File: src/rtl/multicycle_op_sequencer.sv
// Execute-stage sequencer for multi-beat ALU opcodes: stalls upstream, counts beats
// and holds the opcodes steady for the ALU until the operation completes.
module multicycle_op_sequencer #(
  parameter int unsigned           OP_WIDTH   = 5,
  parameter int unsigned           CNT_WIDTH  = 3,
  parameter logic [OP_WIDTH-1:0]   MC_OP_A    = 5'b01000,
  parameter int unsigned           MC_BEATS_A = 4,
  parameter logic [OP_WIDTH-1:0]   MC_OP_B    = 5'b01001,
  parameter int unsigned           MC_BEATS_B = 2
) (
  input  logic                 clk,
  input  logic                 rst,
  input  logic [OP_WIDTH-1:0]  controlInOpA,
  input  logic [OP_WIDTH-1:0]  controlInOpB,
  input  logic                 flush,
  input  logic                 stall,
  output logic [OP_WIDTH-1:0]  controlOutOpA,
  output logic [OP_WIDTH-1:0]  controlOutOpB,
  output logic                 controlOutStall,
  output logic [CNT_WIDTH-1:0] controlOutCycleCnt,
  output logic                 busy,
  output logic                 lastBeat
);

  // One extra bit so a beat total of 2^CNT_WIDTH is representable.
  localparam int unsigned NW = CNT_WIDTH + 1;
  localparam logic [NW-1:0] N_A = NW'(MC_BEATS_A);
  localparam logic [NW-1:0] N_B = NW'(MC_BEATS_B);

  typedef enum logic {IDLE, RUN} state_t;

  state_t               state_q, state_d;
  logic [CNT_WIDTH-1:0] cnt_q, cnt_d;
  logic [OP_WIDTH-1:0]  opa_q, opa_d, opb_q, opb_d;
  logic [NW-1:0]        n_q, n_d;

  logic          match_a, match_b, match;
  logic [NW-1:0] n_sel;
  logic          last;

  assign match_a = (controlInOpA == MC_OP_A);
  assign match_b = (controlInOpA == MC_OP_B);
  assign match   = match_a | match_b;
  assign n_sel   = match_a ? N_A : N_B;
  assign last    = ({1'b0, cnt_q} == (n_q - NW'(1)));

  always_ff @(posedge clk or posedge rst) begin
    if (rst) begin
      state_q <= IDLE;
      cnt_q   <= '0;
      opa_q   <= '0;
      opb_q   <= '0;
      n_q     <= '0;
    end else begin
      state_q <= state_d;
      cnt_q   <= cnt_d;
      opa_q   <= opa_d;
      opb_q   <= opb_d;
      n_q     <= n_d;
    end
  end

  always_comb begin
    state_d            = state_q;
    cnt_d              = cnt_q;
    opa_d              = opa_q;
    opb_d              = opb_q;
    n_d                = n_q;
    controlOutOpA      = controlInOpA;
    controlOutOpB      = controlInOpB;
    controlOutStall    = 1'b0;
    controlOutCycleCnt = '0;
    busy               = 1'b0;
    lastBeat           = 1'b0;

    case (state_q)
      IDLE: begin
        if (match && !flush) begin
          if (n_sel > NW'(1)) begin
            // Beat 0 runs in the entry cycle; an external stall simply retries it.
            controlOutStall = 1'b1;
            if (!stall) begin
              state_d = RUN;
              cnt_d   = CNT_WIDTH'(1);
              opa_d   = controlInOpA;
              opb_d   = controlInOpB;
              n_d     = n_sel;
            end
          end else begin
            lastBeat = 1'b1;
          end
        end
      end

      RUN: begin
        controlOutOpA      = opa_q;
        controlOutOpB      = opb_q;
        controlOutCycleCnt = cnt_q;
        busy               = 1'b1;
        lastBeat           = last;
        if (flush) begin
          state_d = IDLE;
          cnt_d   = '0;
          opa_d   = '0;
          opb_d   = '0;
          n_d     = '0;
        end else begin
          controlOutStall = !last || stall;
          if (!stall) begin
            if (last) begin
              state_d = IDLE;
              cnt_d   = '0;
            end else begin
              cnt_d = cnt_q + CNT_WIDTH'(1);
            end
          end
        end
      end

      default: begin
        state_d = IDLE;
        cnt_d   = '0;
      end
    endcase
  end

endmodule

File: config.mk
export PLATFORM = sky130hd
export DESIGN_NAME = multicycle_op_sequencer
export DESIGN_NICKNAME = d
export VERILOG_FILES = /design/src/rtl/multicycle_op_sequencer.sv
export SDC_FILE = /design/constraint.sdc
export NUM_CORES = 1
export LEC_CHECK = 0
export CAP_MARGIN = 20
export CORE_MARGIN = 1
export CORE_UTILIZATION = 27
export CTS_CLUSTER_DIAMETER = 100
export DETAILED_ROUTE_END_ITERATION = 12
export RECOVER_POWER = 50
export SYNTH_ARGS = -nofsm -noshare
export SYNTH_HDL_FRONTEND = slang
export SYNTH_SLANG_ARGS = --single-unit
File: constraint.sdc
create_clock -name clk -period 3.8 [get_ports clk]
set_input_delay 0.38 -clock clk [delete_from_list [all_inputs] [get_ports clk]]
set_output_delay 0.38 -clock clk [all_outputs]
set_load 0.03 [all_outputs]
==> flow_metrics.py, run 1 <==
metrics = {
    "logic_synthesis": {
        "yosysTopAreaCellShare_pct": 42.33,
        "ys_types": 29,
        "synth_nets": 113,
        "synth_fa_ha_area_share_pct": 2.646,
        "ys_ff_latch": 16,
        "netlist_top_cells_area": "dfrtp_1 42%, mux2_2 12%, nand2_1 5.6%",
        "yosys.area.top_type": "dfrtp_1",
        "synth_cells": 97,
        "ys_seq_area_share_pct": 42.33,
        "synth_warnings": 0,
        "synth-compound-area-share_pct": 13.10,
        "synth_mux_area_share_pct": 11.90,
        "syn_area_sq_um": 945.9,
        "syn_area_per_cell_sq_um": 9.752,
        "yosys.area_share.xor_xnor_pct": 1.852,
        "synth_top_family_by_area": "simple AND/OR/NAND/NOR gates",
        "yosys.area_share.simple_pct": 23.68,
    },
    "route": {
        "dr_total_vias": 778,
        "via_per_inst": 4.550,
        "remaining_drc_errors": 0,
        "drt_iter0_markers": 12,
        "ant_nets": 0,
        "dr.pass1.iters": 4,
        "wl_per_cell_microns": 11.65,
        "routed_wirelength_microns": 1992,
    },
    "die": {
        "die_area_sq_um": 3744,
        "num_rows": 21,
        "io_pins": 30,
        "initial_core_util_pct": 28.35,
        "coreArea_sq_um": 3337,
        "die_y_microns": 61.19,
        "die_x_microns": 61.19,
    },
    "timing": {
        "min_period_over_period_pct": 81.29,
        "hold_viol": 0,
        "worstMarginPinSlew_ns": 1.718,
        "drv_slew": 15,
        "clock.fmax_ghz": 0.3237,
        "max_slew_margin_pct": -15.62,
        "grt_setup_unrepaired": "false",
        "finClkSkew_ns": 0.005052,
        "setup_viol": 0,
        "fin_crit_ns": 3.089,
        "tns_ns": 0,
    },
    "critical_path": {
        "crit_path_max_incr_delay_ns": 1.32,
        "critPathArrivalTime_ns": 3.28,
        "worstPathRequired_ns": 3.99,
        "cp-startpoint": "controlInOpA[2]",
        "cp_slowest_cell": "nor4_1",
        "cp-start-kind": "input port",
        "cp_cell_sequence": "dlygate4sd3_1, or4b_1, nor4_1, a21oi_1, and2_1",
        "cp_num_buf_inv": 1,
        "critPathTopFamily": "simple AND/OR/NAND/NOR gates",
        "cp-end-kind": "flip-flop",
        "r2r-start": "state_q",
        "crit_type": "in2reg",
        "path_max_fanout": 14,
    },
    "place": {
        "hpwl_microns": 1470,
        "portBuffers": 29,
        "dp.cells": 167,
        "gp_congestion": 0.7565,
    },
    "pwr": {
        "p_sw_share_pct": 28.11,
        "p_sw_uw": 117.3,
        "power_density_nw_per_um2": 324.9,
        "peakVddDrop_v": 0.0002049,
        "p_seq_share_pct": 49.6,
        "leakage_nw": 0.5154,
        "combPwrFrac_pct": 22.8,
        "clkPwrFrac_pct": 27.5,
        "p_int_uw": 299.8,
    },
    "final_layout": {
        "layout_commonest_cell": "clkdlybuf4s50_1",
        "syn2layout_area_growth_pct": 35.71,
        "final_cell_mix": "27 x clkdlybuf4s50_1, 16 x dfrtp_1, 14 x nand2_1",
        "antennaDiodeCount": 0,
        "final_nets": 142,
        "fin_cells": 171,
        "drive_above_1_share_pct": 11.20,
    },
    "global_route": {
        "grt_usage_pct": 12.51,
        "grt_pass1_wl_microns": 3429,
        "grt_pass1_vias": 783,
        "antenna_found_initial": 0,
        "grt_max_degree": 32,
        "grt_overflow": 0,
    },
    "outcome": {
        "status": "complete, but fails checks",
        "violations": "capacitance limit, slew limit",
    },
    "clocking": {
        "root_buffer": "clkbuf_4",
        "hold_buffers": 0,
        "clock_latency_ns": 0.29,
        "cts_buffers": 3,
        "cts_setup_buffers": 0,
        "cts_sinks": 16,
        "cts_resized": 0,
        "cts_max_path_buffers": 2,
        "cts_tree": "built",
        "htree_levels": 1,
        "clkTransAtPathRegs_ns": 0.09,
    },
    "flow_run": {
        "max_cap_viol_count": 1,
    },
    "worst_hold_path": {
        "holdCritStartpoint": "opa_q[3]",
        "hp-class": "reg2reg",
    },
}
## power by group through the flow
stage | combinational [mW] | clock, mW | sequential [mW]
after floorplan | 0.0639 | 0 | 0.205
after global routing | 0.107 | 0.124 | 0.210
after CTS | 0.0985 | 0.118 | 0.207
final | 0.0952 | 0.115 | 0.207
after detailed placement | 0.0980 | 0 | 0.211
after global placement | 0.0967 | 0 | 0.210
## synth_stat cells, drive strengths merged
master and n:
buf 2, nor2 3, dfrtp 16, o21ai 9
nor3b 1, a22o 1, ha 2, and2 7
o31ai 1, nand2b 4, nor4 2, nand2 14
o2bb2ai 2, nor4b 2, nor2b 1, o211ai 1
a21o 2, nor3 1, nand3 1, or4b 1
a22oi 1, clkbuf 3, and3b 1, xnor2 2
a21oi 3, inv 4, mux2 10
## worst reg2reg max path, stage by stage (launching register included)
cell,delay [ns]
dfrtp_1,0.74
nor4_1,1.53
a21oi_1,0.17
and2_1,0.26
## metrics by stage
step | hold slack [ns] | instance area [sq um] | power (mW) | util, % | setup WS (ns)
4_1_cts | 0.4796 | 1303 | 0.4238 | 39.03 | 0.7450
6_report | 0.4891 | 1284 | 0.4171 | 38.47 | 0.7109
5_1_grt | 0.5071 | 1284 | 0.4410 | 38.47 | 0.3629
2_1_floorplan | 0.2937 | 945.9 | 0.2692 | - | 1.775
3_3_place_gp | 0.4621 | 1266 | 0.3065 | 37.95 | 1.120
3_5_place_dp | 0.4654 | 1266 | 0.3086 | 37.95 | 1.076
## sequential cells by signal (all words and copies together) (netlist names)
register	count
state_q	1
cnt_q	3
opa_q	5
opb_q	5
n_q	2
## area by class of cell
class                           count  area [sq um]
Multi-Input combinational cell     72         484.2
Sequential cell                    16         400.4
Fill cell                         349          2053
Timing Repair Buffer               29         290.3
Clock buffer                        4         36.28
Inverter                            4         15.01
Tap cell                           46         57.56
## cell families after synthesis
kind of cell    count (synthesis)
simple gates                   38
compound gates                 20
flops                          16
mux                            10
buf+inv                         9
xor+xnor                        2
fa+ha+maj                       2
## per-layer routing
metal  wire length (microns)  global-route usage, %  share of wire (%)
met1                     994                  16.08                 50
met2                     901                  20.65                 45
met3                      70                  3.151                3.5
met4                      25                  3.896                1.3
met5                       0                      0                  0
## worst paths after layout
kind                            endpoint  slack [ns]  cells past startpoint
worst min-delay path            opa_q[3]        0.49                      1
max in group asynchronous       opb_q[1]        2.81                      2
worst max register to register  opa_q[2]        1.00                      3
min in group asynchronous        state_q        0.59                      2
worst min register to register  opa_q[3]        0.49                      1
worst max-delay path            opa_q[2]        0.71                      5
Power figures use the tool's default switching activity.
==> inputs of run 2 (changes only) <==
==> constraint.sdc (replaced) <==
create_clock -name clk -period 2.65 [get_ports clk]
set_input_delay 0.265 -clock clk [delete_from_list [all_inputs] [get_ports clk]]
set_output_delay 0.265 -clock clk [all_outputs]
set_load 0.03 [all_outputs]
==> run 2 against run 1 <==
Net effect: the flow now finishes without violations; register-to-register slack got worse by 0.11 ns; die area unchanged; sequential power increased by 44%; worst setup slack worse by 0.55 ns; final cell count increased by 2.3%; global-route usage is 0.10 points lower; combinational power is 50% higher; non-clock buffer count grew 4; cell area up 3.3%; sequential share of layout area shrank 1.0 points; routed wire length grew 0.95%; clock skew increased by 0.0011 ns; critical endpoint is now controlOutStall.
==> flow_metrics.py, run 2 (same netlist as run 1, synthesis figures left out) <==
metrics = {
    "critical_path": {
        "cp_num_buf_inv": 3,
        "path_max_fanout": 4,
        "worstPathRequired_ns": 2.38,
        "cp_slowest_cell": "dfrtp_1",
        "cp_cell_sequence": "inv_1, ha_1, xnor2_1, nor4b_1, buf_4, and3b_1, nor2_1, dlygate4sd2_1",
        "crit_type": "reg2out",
        "cp-end-kind": "output pin",
        "crit_path_max_incr_delay_ns": 0.42,
        "critPathArrivalTime_ns": 2.22,
        "cp-start-kind": "flip-flop",
        "critPathTopFamily": "buffers and inverters",
    },
    "worst_hold_path": {
        "hp-class": "in2async",
    },
    "place": {
        "portBuffers": 29,
        "gp_congestion": 0.7437,
        "place_area_sq_um": 1296,
        "dp.cells": 171,
        "hpwl_microns": 1485,
    },
    "route": {
        "routed_wirelength_microns": 2011,
        "dr_total_vias": 793,
        "dr.pass1.iters": 4,
        "wl_per_cell_microns": 11.49,
        "drt_iter0_markers": 36,
        "via_per_inst": 4.531,
        "remaining_drc_errors": 0,
        "ant_nets": 0,
    },
    "final_layout": {
        "reg_top3": "opa_q (5), opb_q (5), cnt_q (3)",
        "drive_above_1_share_pct": 14.73,
        "antennaDiodeCount": 0,
        "multiInputGateArea_sq_um": 503.0,
        "regArea_sq_um": 400.4,
        "final_nets": 146,
        "fin_cells": 175,
        "finalInstanceArea_sq_um": 1326,
        "syn2layout_area_growth_pct": 40.21,
        "final_cell_mix": "26 x clkdlybuf4s50_1, 16 x dfrtp_1, 14 x nand2_1",
        "fillers": 352,
        "fin_util_pct": 39.75,
        "layout_commonest_cell": "clkdlybuf4s50_1",
    },
    "die": {
        "io_pins": 30,
        "initial_core_util_pct": 28.35,
        "die_x_microns": 61.19,
        "die_area_sq_um": 3744,
        "coreArea_sq_um": 3337,
        "die_y_microns": 61.19,
        "num_rows": 21,
    },
    "clocking": {
        "cts_setup_buffers": 0,
        "root_buffer": "clkbuf_4",
        "cts_buffers": 3,
        "clkTransAtPathRegs_ns": 0.10,
        "cts_tree": "built",
        "cts_sinks": 16,
        "htree_levels": 1,
        "clock_latency_ns": 0.29,
        "cts_max_path_buffers": 2,
    },
    "outcome": {
        "status": "complete, no violations",
    },
    "timing": {
        "drv_slew": 0,
        "min_period_over_period_pct": 93.94,
        "hold_viol": 0,
        "grt_setup_unrepaired": "false",
        "clock.fmax_ghz": 0.4017,
        "setup_viol": 0,
        "finClkSkew_ns": 0.006158,
        "worstMarginPinSlew_ns": 0.8708,
        "max_slew_margin_pct": 41.95,
        "fin_crit_ns": 2.489,
        "tns_ns": 0,
    },
    "pwr": {
        "peakVddDrop_v": 0.0001920,
        "leakage_nw": 0.5438,
        "power_density_nw_per_um2": 454.4,
    },
    "global_route": {
        "antenna_found_initial": 0,
        "grt_pass1_wl_microns": 3381,
        "grt_overflow": 0,
        "grt_pass1_vias": 776,
        "grt_max_degree": 28,
        "grt_usage_pct": 12.40,
    },
    "flow_run": {
        "max_cap_viol_count": 0,
    },
}
## run 2: path summary, 6_finish.rpt
kind,startpoint,endpoint,slack (ns),cells past startpoint
setup / recovery,n_q[1],controlOutStall,0.16,8
hold / removal,rst,n_q[1],0.47,2
setup reg to reg,state_q,cnt_q[2],0.89,4
hold reg to reg,opa_q[3],opa_q[3],0.48,1
max in group asynchronous,rst,opb_q[1],1.78,2
min in group clk,opa_q[3],opa_q[3],0.48,1
## run 2: layout make-up
class                   instances  share of cell area [%]
well taps                      46                   4.340
flip-flops and latches         16                   30.19
inverters                       4                   1.132
clock buffers                   4                   2.736
multi-input cells              72                   37.92
repair buffers                 33                   23.68
## run 2: timing repair
action | CTS | global route
hold buffers | 0 | 0
endpoints found under the setup margin | 2 | 0
gates resized for setup | 2 | 0
## run 2: worst register-to-register path, stage by stage, from the launching register on
cell and delay [ns]:
dfrtp_1 0.92, nand2b_1 0.20, o211ai_1 0.18, o21ai_0 0.26
a22o_1 0.15
## run 2: metal layers
metal / track usage [%] / wire (microns) / vias to the layer above / part of all wire (%)
met4: 2.922 / 17 / 0 / 0.85
met3: 3.782 / 89 / 2 / 4.4
li1: - / - / 402 / -
met1: 15.49 / 982 / 369 / 49
met5: 0 / 0 / - / 0
met2: 20.96 / 923 / 20 / 46
## run 2: where the power goes
| part | leakage [nW] | internal, mW | switching, mW | total, mW |
|---|---|---|---|---|
| clock | 0.0210 | 0.0836 | 0.0780 | 0.162 |
| sequential | 0.212 | 0.274 | 0.0235 | 0.298 |
| combinational | 0.311 | 0.0754 | 0.0680 | 0.143 |
| total | 0.544 | 0.433 | 0.170 | 0.603 |
## run 2: per-stage QoR
step | setup slack (ns) | hold WS [ns] | power [mW]
after floorplan | 0.7396 | 0.1787 | 0.3861
after global placement | 0.2219 | 0.4658 | 0.4426
after detailed placement | 0.2254 | 0.4646 | 0.4472
after CTS | 0.1293 | 0.3632 | 0.6115
after global routing | 0.003595 | 0.5233 | 0.6363
final | 0.1606 | 0.4747 | 0.6027
